--- config.mk ---
export PLATFORM = sky130hd
export DESIGN_NAME = ay8913_bus_writer_flat
export DESIGN_NICKNAME = d
export VERILOG_FILES = /design/src/rtl/ay8913_pkg.sv /design/src/rtl/ay8913_bus_writer_if.sv /design/src/rtl/ay8913_cmd_fifo.sv /design/src/rtl/ay8913_bus_writer.sv /design/src/flat_wrapper.sv
export SDC_FILE = /design/constraint.sdc
export NUM_CORES = 1
export LEC_CHECK = 0
export CORE_ASPECT_RATIO = 0.6
export CORE_MARGIN = 2
export CORE_UTILIZATION = 50
export DETAILED_ROUTE_END_ITERATION = 8
export GPL_TIMING_DRIVEN = 0
export PLACE_DENSITY = 0.7
export SYNTH_ARGS = -nofsm -noshare
export SYNTH_HDL_FRONTEND = slang
export SYNTH_SLANG_ARGS = --single-unit
--- constraint.sdc ---
create_clock -name clk -period 2.7 [get_ports clk]
set_clock_uncertainty 0.15 [all_clocks]
set_input_delay 0.54 -clock clk [delete_from_list [all_inputs] [get_ports clk]]
set_output_delay 0.54 -clock clk [all_outputs]
set_load 0.1 [all_outputs]
--- src/rtl/ay8913_pkg.sv ---
// Shared types and constants for the AY-3-891x bus writer: bus codes, FSM states, command word.
package ay8913_pkg;

    localparam logic [1:0] BUS_INACTIVE = 2'b00;
    localparam logic [1:0] BUS_READ     = 2'b01;
    localparam logic [1:0] BUS_WRITE    = 2'b10;
    localparam logic [1:0] BUS_LATCH    = 2'b11;

    localparam int unsigned ADDR_W = 4;
    localparam int unsigned DATA_W = 8;
    localparam int unsigned CMD_W  = ADDR_W + DATA_W;

    typedef enum logic [2:0] {
        ST_IDLE  = 3'd0,
        ST_ADDR  = 3'd1,
        ST_GAP_A = 3'd2,
        ST_DATA  = 3'd3,
        ST_GAP_D = 3'd4
    } state_t;

    // 12-bit command word {addr[3:0], data[7:0]}
    typedef struct packed {
        logic [ADDR_W-1:0] addr;
        logic [DATA_W-1:0] data;
    } cmd_t;

endpackage

--- src/rtl/ay8913_bus_writer_if.sv ---
// Command port and PSG bus pins of the AY-3-891x bus writer.
interface ay8913_bus_writer_if
    import ay8913_pkg::*;
#(
    parameter int unsigned FIFO_DEPTH = 4
);
    localparam int unsigned LVL_W = $clog2(FIFO_DEPTH) + 1;

    logic              cmd_valid;
    logic              cmd_ready;
    logic [ADDR_W-1:0] cmd_addr;
    logic [DATA_W-1:0] cmd_data;
    logic              bdir;
    logic              bc1;
    logic [7:0]        da_out;
    logic              da_oe;
    logic              busy;
    logic [LVL_W-1:0]  fifo_level;

    modport master (
        output cmd_valid, cmd_addr, cmd_data,
        input  cmd_ready, bdir, bc1, da_out, da_oe, busy, fifo_level
    );

    modport slave (
        input  cmd_valid, cmd_addr, cmd_data,
        output cmd_ready, bdir, bc1, da_out, da_oe, busy, fifo_level
    );

endinterface

--- src/rtl/ay8913_cmd_fifo.sv ---
// Synchronous command FIFO; full/empty/level are registered, head_c is the current read word.
module ay8913_cmd_fifo
    import ay8913_pkg::*;
#(
    parameter int unsigned DEPTH = 4
) (
    input  logic                       clk,
    input  logic                       rst,
    input  logic                       push,
    input  cmd_t                       push_data,
    input  logic                       pop,
    output cmd_t                       head_c,
    output logic                       full,
    output logic                       empty,
    output logic [$clog2(DEPTH):0]     level
);
    localparam int unsigned PTR_W = $clog2(DEPTH);
    localparam int unsigned LVL_W = PTR_W + 1;

    cmd_t             mem [DEPTH];
    logic [PTR_W-1:0] wr_ptr;
    logic [PTR_W-1:0] rd_ptr;
    logic [LVL_W-1:0] level_n;
    logic             do_push;
    logic             do_pop;

    assign do_push = push & ~full;
    assign do_pop  = pop & ~empty;
    assign head_c  = mem[rd_ptr];

    always_comb begin
        level_n = level;
        if (do_push && !do_pop) begin
            level_n = level + LVL_W'(1);
        end else if (!do_push && do_pop) begin
            level_n = level - LVL_W'(1);
        end
    end

    // Pointers wrap naturally because DEPTH is a power of two
    always_ff @(posedge clk or posedge rst) begin
        if (rst) begin
            wr_ptr <= '0;
            rd_ptr <= '0;
            level  <= '0;
            full   <= 1'b0;
            empty  <= 1'b1;
        end else begin
            if (do_push) wr_ptr <= wr_ptr + PTR_W'(1);
            if (do_pop)  rd_ptr <= rd_ptr + PTR_W'(1);
            level <= level_n;
            full  <= (level_n == LVL_W'(DEPTH));
            empty <= (level_n == '0);
        end
    end

    always_ff @(posedge clk) begin
        if (do_push) mem[wr_ptr] <= push_data;
    end

endmodule

--- src/rtl/ay8913_bus_writer.sv ---
// Write-only AY-3-891x bus initiator: buffers (register, value) commands and replays them
// as LATCH/WRITE bus phases, optionally skipping the latch when the register is unchanged.
module ay8913_bus_writer
    import ay8913_pkg::*;
#(
    parameter int unsigned FIFO_DEPTH  = 4,
    parameter int unsigned HOLD_CYCLES = 2,
    parameter int unsigned GAP_CYCLES  = 1,
    parameter int unsigned ADDR_CACHE  = 1
) (
    input  logic              clk,
    input  logic              rst,
    ay8913_bus_writer_if.slave bus
);
    localparam int unsigned LVL_W   = $clog2(FIFO_DEPTH) + 1;
    localparam int unsigned CNT_MAX = (HOLD_CYCLES > GAP_CYCLES) ? HOLD_CYCLES : GAP_CYCLES;
    localparam int unsigned CNT_W   = (CNT_MAX > 1) ? $clog2(CNT_MAX) : 1;
    localparam logic [CNT_W-1:0] HOLD_LD = CNT_W'(HOLD_CYCLES - 1);
    localparam logic [CNT_W-1:0] GAP_LD  = CNT_W'(GAP_CYCLES - 1);

    state_t            state, state_n;
    logic [CNT_W-1:0]  cnt, cnt_n;
    logic [ADDR_W-1:0] cur_addr, cur_addr_n;
    logic [DATA_W-1:0] cur_data, cur_data_n;
    logic [ADDR_W-1:0] last_addr, last_addr_n;
    logic              cache_vld, cache_vld_n;
    logic [1:0]        code_q, code_n;
    logic [7:0]        da_q, da_n;
    logic              oe_q, oe_n;
    logic              busy_q, busy_n;
    logic              start;
    logic              pop;
    logic              hit_c;

    cmd_t              head_c;
    cmd_t              push_word;
    logic              fifo_full;
    logic              fifo_empty;
    logic [LVL_W-1:0]  fifo_level;

    assign push_word.addr = bus.cmd_addr;
    assign push_word.data = bus.cmd_data;

    ay8913_cmd_fifo #(.DEPTH(FIFO_DEPTH)) u_fifo (
        .clk       (clk),
        .rst       (rst),
        .push      (bus.cmd_valid),
        .push_data (push_word),
        .pop       (pop),
        .head_c    (head_c),
        .full      (fifo_full),
        .empty     (fifo_empty),
        .level     (fifo_level)
    );

    assign hit_c = (ADDR_CACHE != 0) && cache_vld && (head_c.addr == last_addr);

    // Next state plus bus decode of the current state; the decode is registered,
    // so the pins show each state one cycle after the state register enters it.
    always_comb begin
        state_n     = state;
        cnt_n       = cnt;
        cur_addr_n  = cur_addr;
        cur_data_n  = cur_data;
        last_addr_n = last_addr;
        cache_vld_n = cache_vld;
        code_n      = BUS_INACTIVE;
        da_n        = da_q;
        oe_n        = 1'b1;
        busy_n      = (state != ST_IDLE) || !fifo_empty;
        start       = 1'b0;
        pop         = 1'b0;

        case (state)
            ST_IDLE: begin
                oe_n  = 1'b0;
                start = !fifo_empty;
            end
            ST_ADDR: begin
                code_n = BUS_LATCH;
                da_n   = {4'h0, cur_addr};
                if (cnt == '0) begin
                    last_addr_n = cur_addr;
                    cache_vld_n = 1'b1;
                    state_n     = ST_GAP_A;
                    cnt_n       = GAP_LD;
                end else begin
                    cnt_n = cnt - CNT_W'(1);
                end
            end
            ST_GAP_A: begin
                if (cnt == '0) begin
                    state_n = ST_DATA;
                    cnt_n   = HOLD_LD;
                end else begin
                    cnt_n = cnt - CNT_W'(1);
                end
            end
            ST_DATA: begin
                code_n = BUS_WRITE;
                da_n   = cur_data;
                if (cnt == '0) begin
                    state_n = ST_GAP_D;
                    cnt_n   = GAP_LD;
                end else begin
                    cnt_n = cnt - CNT_W'(1);
                end
            end
            ST_GAP_D: begin
                if (cnt == '0) begin
                    start   = !fifo_empty;
                    state_n = ST_IDLE;
                end else begin
                    cnt_n = cnt - CNT_W'(1);
                end
            end
            default: begin
                oe_n    = 1'b0;
                state_n = ST_IDLE;
            end
        endcase

        // Pop the next command; overrides the IDLE fall-through for back-to-back replay
        if (start) begin
            pop        = 1'b1;
            cur_addr_n = head_c.addr;
            cur_data_n = head_c.data;
            state_n    = hit_c ? ST_DATA : ST_ADDR;
            cnt_n      = HOLD_LD;
        end
    end

    always_ff @(posedge clk or posedge rst) begin
        if (rst) begin
            state     <= ST_IDLE;
            cnt       <= '0;
            cur_addr  <= '0;
            cur_data  <= '0;
            last_addr <= '0;
            cache_vld <= 1'b0;
            code_q    <= BUS_INACTIVE;
            da_q      <= '0;
            oe_q      <= 1'b0;
            busy_q    <= 1'b0;
        end else begin
            state     <= state_n;
            cnt       <= cnt_n;
            cur_addr  <= cur_addr_n;
            cur_data  <= cur_data_n;
            last_addr <= last_addr_n;
            cache_vld <= cache_vld_n;
            code_q    <= code_n;
            da_q      <= da_n;
            oe_q      <= oe_n;
            busy_q    <= busy_n;
        end
    end

    assign bus.bdir       = code_q[1];
    assign bus.bc1        = code_q[0];
    assign bus.da_out     = da_q;
    assign bus.da_oe      = oe_q;
    assign bus.busy       = busy_q;
    assign bus.cmd_ready  = ~fifo_full;
    assign bus.fifo_level = fifo_level;

    // The PSG read code must never appear on the bus
    no_read_code: assert property (@(posedge clk) disable iff (rst) code_q != BUS_READ);

endmodule

--- src/flat_wrapper.sv ---
// flat-port wrapper written by rule: the top's interface ports become plain ports
module ay8913_bus_writer_flat import ay8913_pkg::*;
#(
    parameter int unsigned FIFO_DEPTH  = 4,
    parameter int unsigned HOLD_CYCLES = 2,
    parameter int unsigned GAP_CYCLES  = 1,
    parameter int unsigned ADDR_CACHE  = 1
)
  (clk, rst, bus_cmd_valid, bus_cmd_addr, bus_cmd_data, bus_cmd_ready, bus_bdir, bus_bc1, bus_da_out, bus_da_oe, bus_busy, bus_fifo_level);
  ay8913_bus_writer_if #(.FIFO_DEPTH(FIFO_DEPTH)) bus_i ();
  input  logic clk;
  input  logic rst;
  input wire logic [$bits(bus_i.cmd_valid)-1:0] bus_cmd_valid;
  input wire logic [$bits(bus_i.cmd_addr)-1:0] bus_cmd_addr;
  input wire logic [$bits(bus_i.cmd_data)-1:0] bus_cmd_data;
  output wire logic [$bits(bus_i.cmd_ready)-1:0] bus_cmd_ready;
  output wire logic [$bits(bus_i.bdir)-1:0] bus_bdir;
  output wire logic [$bits(bus_i.bc1)-1:0] bus_bc1;
  output wire logic [$bits(bus_i.da_out)-1:0] bus_da_out;
  output wire logic [$bits(bus_i.da_oe)-1:0] bus_da_oe;
  output wire logic [$bits(bus_i.busy)-1:0] bus_busy;
  output wire logic [$bits(bus_i.fifo_level)-1:0] bus_fifo_level;
  assign bus_i.cmd_valid = bus_cmd_valid;
  assign bus_i.cmd_addr = bus_cmd_addr;
  assign bus_i.cmd_data = bus_cmd_data;
  assign bus_cmd_ready = bus_i.cmd_ready;
  assign bus_bdir = bus_i.bdir;
  assign bus_bc1 = bus_i.bc1;
  assign bus_da_out = bus_i.da_out;
  assign bus_da_oe = bus_i.da_oe;
  assign bus_busy = bus_i.busy;
  assign bus_fifo_level = bus_i.fifo_level;
  ay8913_bus_writer #(.FIFO_DEPTH(FIFO_DEPTH), .HOLD_CYCLES(HOLD_CYCLES), .GAP_CYCLES(GAP_CYCLES), .ADDR_CACHE(ADDR_CACHE)) u_core (.clk(clk), .rst(rst), .bus(bus_i));
endmodule
==> results.toml, run 1 <==
[status]
status = "completed"

[setup_path]
crit_arrival_ns = 1.90
reg2reg_depth = 5
r2r_start = "u_core.state[0]"
crit_path_start_kind = "flop"
worstSetupEndpointType = "output port"
r2r-end = "u_core.last_addr[2]"
cp_max_fo = 3
r2r_setup_slack_ns = 0.47
critical_path.top_delay_family = "buffers and inverters"
cp.required_ns = 2.01
max_stage_delay_ns = 1.12
path_cells = "inv_1 > clkdlybuf4s50_1"
path_buf_inv = 2
cpMaxStageDelayCell = "clkdlybuf4s50_1"
worstSetupPathType = "flop to output port"

[worst_hold_path]
hold_start = "u_core.bus.da_out[3]"
hold_class = "flop to flop"
hold_path_end = "u_core.bus.da_out[3]"
hold_depth = 2

[drt]
drt-total-wl_microns = 6110
dr.pass1.iters = 4
drcViolationCount = 0
ant_nets = 0
vias_per_cell = 5.30
wl_per_cell_microns = 15.5
drt_iter0_drc = 152
vias = 2090

[logic_synthesis]
yosysSeqAreaShare = 0.681
netlist_area_sq_um = 3660
synth.most_common_cell = "nand2_1"
yosys_warnings = 0
netlist_instances = 257
ys_types = 41
syn_avg_cell_area_sq_um = 14.3
synth_top_area_frac = 0.393
synth_fp_nets = 278
synth_area_leaders = "edfxtp_1, dfrtp_1, mux4_2, nand2_1, ha_1"
ys_seq_elements = 90
synth_common_cells = "nand2_1, edfxtp_1, dfrtp_1, mux4_2, o21ai_0"
async_flop_share = 0.467
synthFlopType = "edfxtp_1"
yosys.area.top_type = "edfxtp_1"
synth-edff-count = 48

[grt]
grt_max_degree = 43
grt_pass1_wl_microns = 10300
grt_pass1_vias = 1988
grt_overflow = 0
antenna_found_initial = 0
grt.total_usage = 0.174

[placed_design]
gp_congestion = 0.790
port_buffers = 30
dp_hpwl_microns = 4080
dp_worst_setup_slack_ns = 0.104

[clock_tree]
cts.sinks = 90
htree_levels = 3
clock_latency_ns = 0.34
cts_tree = "done"
cts_setup_buffers = 0
clk_pin_slew_worst_paths_ns = 0.06
ctsHoldBuffers = 0
cts_max_path_buffers = 2
cts_made_buffers = 9
cts_resized = 0
root_buffer = "clkbuf_16"

[final_layout]
fin_nets = 319
final_util = 0.616
area_delta_synth_final_pct = 20.7
diodes = 0
layout-drive-gt1-share = 0.129
fillers = 550

[floorplan]
row_count = 24
dieWidth_microns = 115
start_util = 0.510
die_area_sq_um = 8050
die_height_microns = 70.3
ioPinCount = 31
coreArea_sq_um = 7180

[sta]
tns_ns = 0
rsz0062_at_grt = "no"
min_period_ns = 2.59
drv_slew = 0
fmax_mhz = 386
layout_setup_ws_ns = 0.107
finalHoldViolations = 0
setup-violations-final = 0
fin_crit_sh = 0.960
tightest_slew_ns = 0.976
worst_slew_margin_rel = 0.348

[flow_run]
cap_violations = 0
==> worst max path at each step <==
| stage | cells after the start | slack (ns) | end | start |
|---|---|---|---|---|
| floorplan | 5 | 0.51 | u_core.u_fifo.full | u_core.u_fifo.level[0] |
| global placement | 4 | 0.13 | u_core.u_fifo.mem[0][9] | bus_cmd_valid |
| detailed placement | 4 | 0.10 | u_core.u_fifo.mem[0][9] | bus_cmd_valid |
| CTS | 1 | 0.04 | bus_fifo_level[0] | u_core.u_fifo.level[0] |
| global route | 2 | 0.05 | bus_cmd_ready | u_core.u_fifo.full |
| finish | 2 | 0.11 | bus_cmd_ready | u_core.u_fifo.full |
==> registers in the layout (all words and copies together) (netlist names), 2 cells and up <==
register / cells
u_core.u_fifo.wr_ptr: 2
u_core.cur_addr: 4
u_core.u_fifo.rd_ptr: 2
u_core.u_fifo.level: 3
u_core.last_addr: 4
u_core.bus.da_out: 8
u_core.u_fifo.mem: 48
u_core.state: 3
u_core.cur_data: 8
u_core.code_q: 2
==> kinds of logic (layout without fill, tap and decap cells) <==
| kind of cell | after synthesis | after routing | share of synthesized area |
|---|---|---|---|
| AND/OR/NAND/NOR | 83 | 83 | 0.102 |
| multiplexers | 21 | 21 | 0.0997 |
| XOR/XNOR | 8 | 8 | 0.0191 |
| flip-flops | 90 | 90 | 0.681 |
| adder cells (fa/ha/maj) | 6 | 6 | 0.0205 |
| AO/OA/AOI/OAI | 28 | 28 | 0.0560 |
| buffers and inverters | 21 | 67 | 0.0219 |
==> final cells by class <==
| cell class | count | area, sq um | share of cell area |
|---|---|---|---|
| inverters | 8 | 30.0 | 0.00679 |
| plain buffers | 13 | 50.0 | 0.0113 |
| repair buffers | 30 | 305 | 0.0691 |
| well taps | 91 | 114 | 0.0258 |
| multi-input cells | 146 | 1090 | 0.247 |
| clock inverters | 5 | 105 | 0.0238 |
| clock buffers | 11 | 233 | 0.0526 |
| flip-flops and latches | 90 | 2490 | 0.564 |
==> worst register-to-register path, cell delays in order (launching register included) <==
cell	delay (ns)
dfrtp_1	0.39
clkbuf_1	0.32
nand2b_1	0.09
clkbuf_1	0.20
nor3_1	0.56
mux2_2	0.41
==> per-stage QoR <==
stage / hold WS [ns] / std cells / instance area, sq um
2_1_floorplan: 0.289 / 257 / 3660
3_3_place_gp: 0.306 / 378 / 4080
3_5_place_dp: 0.316 / 378 / 4080
4_1_cts: 0.332 / 394 / 4420
5_1_grt: 0.345 / 394 / 4420
6_report: 0.325 / 394 / 4420
==> per-layer routing <==
| metal | GRT usage | wire [microns] | up-vias |
|---|---|---|---|
| met5 | 0 | 0 | - |
| met4 | 0.0556 | 74 | 0 |
| met3 | 0.0651 | 389 | 9 |
| met2 | 0.248 | 2690 | 70 |
| met1 | 0.249 | 2950 | 1010 |
| li1 | - | - | 1001 |
==> placed cells by master, fill, tap and decap left out, types with 5 or more instances in the layout <==
master            n
clkbuf_1         13
ha_1              6
nand2_1          52
edfxtp_1         48
o21ai_0          12
inv_1             7
clkbuf_16         9
clkdlybuf4s50_1  28
nor2_1            7
xnor2_1           8
dfrtp_1          41
and2_1            6
mux2i_1           5
mux4_2           12
Power of run 1 is not shown: default switching activity piles up to over one toggle a cycle in this logic, so the estimate is an artifact.
==> run 2: changes to the inputs <==
--- a/config.mk
+++ b/config.mk
@@ -9,6 +9,7 @@
 export CORE_MARGIN = 2
 export CORE_UTILIZATION = 50
 export DETAILED_ROUTE_END_ITERATION = 8
+export GPL_ROUTABILITY_DRIVEN = 0
 export GPL_TIMING_DRIVEN = 0
 export PLACE_DENSITY = 0.7
 export SYNTH_ARGS = -nofsm -noshare
==> results of run 2 <==
Final layout, timing and power as in run 1 (identical DEF).
Power of run 2 is left out for the same reason.
==> patch: new RTL, flow settings as in run 2 <==
`HOLD_CYCLES` is set to 2 in 2 places; all go to 1.
--- a/src/rtl/ay8913_bus_writer.sv
+++ b/src/rtl/ay8913_bus_writer.sv
@@ -4,7 +4,7 @@
     import ay8913_pkg::*;
 #(
     parameter int unsigned FIFO_DEPTH  = 4,
-    parameter int unsigned HOLD_CYCLES = 2,
+    parameter int unsigned HOLD_CYCLES = 1,
     parameter int unsigned GAP_CYCLES  = 1,
     parameter int unsigned ADDR_CACHE  = 1
 ) (
--- a/src/flat_wrapper.sv
+++ b/src/flat_wrapper.sv
@@ -2,7 +2,7 @@
 module ay8913_bus_writer_flat import ay8913_pkg::*;
 #(
     parameter int unsigned FIFO_DEPTH  = 4,
-    parameter int unsigned HOLD_CYCLES = 2,
+    parameter int unsigned HOLD_CYCLES = 1,
     parameter int unsigned GAP_CYCLES  = 1,
     parameter int unsigned ADDR_CACHE  = 1
 )
Formal check against the unedited RTL: not equivalent (a bounded check fails within 10 cycles, from zero or initial values and one cycle with rst high).
==> patch against run 2 <==
Synthesized area down 3.9%; critical path depth decreased by 1; wire length down 5.1%; sequential cell count decreased by 1; cell area fell by 4.5%; critical endpoint is now bus_fifo_level[1]; worst setup slack worse by 36 ps.
==> patch: results (changes against run 2) <==
slowest CP cell=clkdlybuf4s50_1; Async SR Flop Fraction=0.461 (-0.00599); Distinct cells, synth=36 (-12%); Iter 0 DRT Violations=95 (-38%); WL final=5.80 mm (-5.1%); worst-path fanout max=6 (+3); first-pass GRT wire length=9.67 mm (-6.2%); P_leak=between 0.0015 and 0.002 µW; drt first pass iters=4 (unchanged); Synth top cells by count=nand2_1 (51), edfxtp_1 (48), dfrtp_1 (40), mux4_2 (12), xnor2_1 (10); max-slew violation count=0 (unchanged); total track usage=0.167 (-0.00748); Root Driver=clkbuf_16; CP Class=register to primary output; Post-CTS Setup Bufs=0 (unchanged); max reg flops=48 (unchanged); HP Class=register to register; Arrival @ worst endpoint=1940 ps (+40 ps); Least-Margin Pin Slew=964 ps (-12.6 ps); top_reg_cell synth=edfxtp_1; initial antenna violation count=0 (unchanged); mux cell area share after synthesis=0.101 (+0.00116); share of layout cells above drive strength 1=0.139 (+0.0107); Filler cells=515 (-6.4%); Post-Synth XOR/XNOR Area=0.0249 (+0.00574); Area contributors post-synth=edfxtp_1 (41%), dfrtp_1 (28%), mux4_2 (7.7%), nand2_1 (5.4%), xnor2_1 (2.5%); critical path's largest stage delay=1160 ps (+40 ps); number of CTS-inserted buffers=9 (unchanged); Nets=303 (-5.0%); Post-Syn Nets=262 (-5.8%); largest register by flop count=u_core.u_fifo.mem; register area share after synthesis=0.701 (+0.0202); vias in the first global route=1,940 (-2.4%); Avg Vias per Cell=5.15 (-2.9%); Max clock buf depth=2 (unchanged); Final HPWL DP=3.87 mm (-5.1%); Post-Synth Adder-Cell Area=0.0213 (+0.000823); PortBufs=30 (unchanged); outcome=complete, no violations; flop2flop setup slack=810 ps (+340 ps); largest net degree at the start of global routing=42 (-2.3%); Synth Area in Compound Gates=0.0330 (-0.0230)
-- patch: timing repair --
| item | in CTS | in global routing |
|---|---|---|
| endpoints found under the hold margin | 0 | 0 |
| endpoints found under the setup margin | 0 | 1 |
| gates resized for setup | 0 | 1 |
| hold buffers | 0 | 0 |
-- patch: area by class of cell --
type,instances,area (µm²),share of cell area
flip-flops and latches,89,2470,0.585
plain buffers,11,51.3,0.0122
clock buffers,10,229,0.0542
clock inverters,6,58.8,0.0139
repair buffers,30,303,0.0717
multi-input cells,133,972,0.230
well taps,87,109,0.0258
inverters,8,30.0,0.00711
-- patch: cell families after synthesis --
| kind of cell | count (synthesis) |
|---|---|
| DFF | 89 |
| and+or+nand+nor | 78 |
| muxes | 20 |
| AOI/OAI and AO/OA | 19 |
| buffers and inverters | 19 |
| xor gates and xnor gates | 10 |
| adders and majority gates | 6 |
-- patch: per-stage QoR --
stage	worst slack [ps]	util	std cells	cell area (µm²)	hold WS [ps]
after floorplan	550	-	241	3520	289
after global placement	224	0.584	358	3930	310
after detailed placement	257	0.584	358	3930	322
after CTS	36.2	0.627	374	4220	336
after global routing	28.0	0.627	374	4220	356
final	70.8	0.627	374	4220	330
-- patch: power breakdown --
group | internal [µW] | switching [µW] | leakage, µW
sequential | 1860 | 221 | 0.000939
combinational | 790 | 1490 | 0.000591
clock | 709 | 479 | 0.000132
-- patch: path summary, 6_finish.rpt --
check,startpoint,cells past startpoint,end
max in group asynchronous,rst,2,u_core.bus.busy
min in group asynchronous,rst,2,u_core.u_fifo.wr_ptr[1]
worst max register to register,u_core.u_fifo.empty,5,u_core.u_fifo.full
worst min register to register,u_core.bus.da_out[7],2,u_core.bus.da_out[7]
worst max-delay path,u_core.u_fifo.level[1],1,bus_fifo_level[1]
worst min-delay path,u_core.bus.da_out[7],2,u_core.bus.da_out[7]
-- patch: worst reg2reg max path, delay by kind of cell (launching register included) --
family / cells / cell delay (ps)
simple gates: 3 / 710
flops: 1 / 550
buf+inv: 1 / 140
compound gates: 1 / 260
-- patch: routing by layer --
| metal | wire length, µm | track usage |
|---|---|---|
| met1 | 2910 | 0.239 |
| met3 | 323 | 0.0668 |
| met2 | 2490 | 0.229 |
| met4 | 71 | 0.0664 |
| met5 | 0 | 0 |
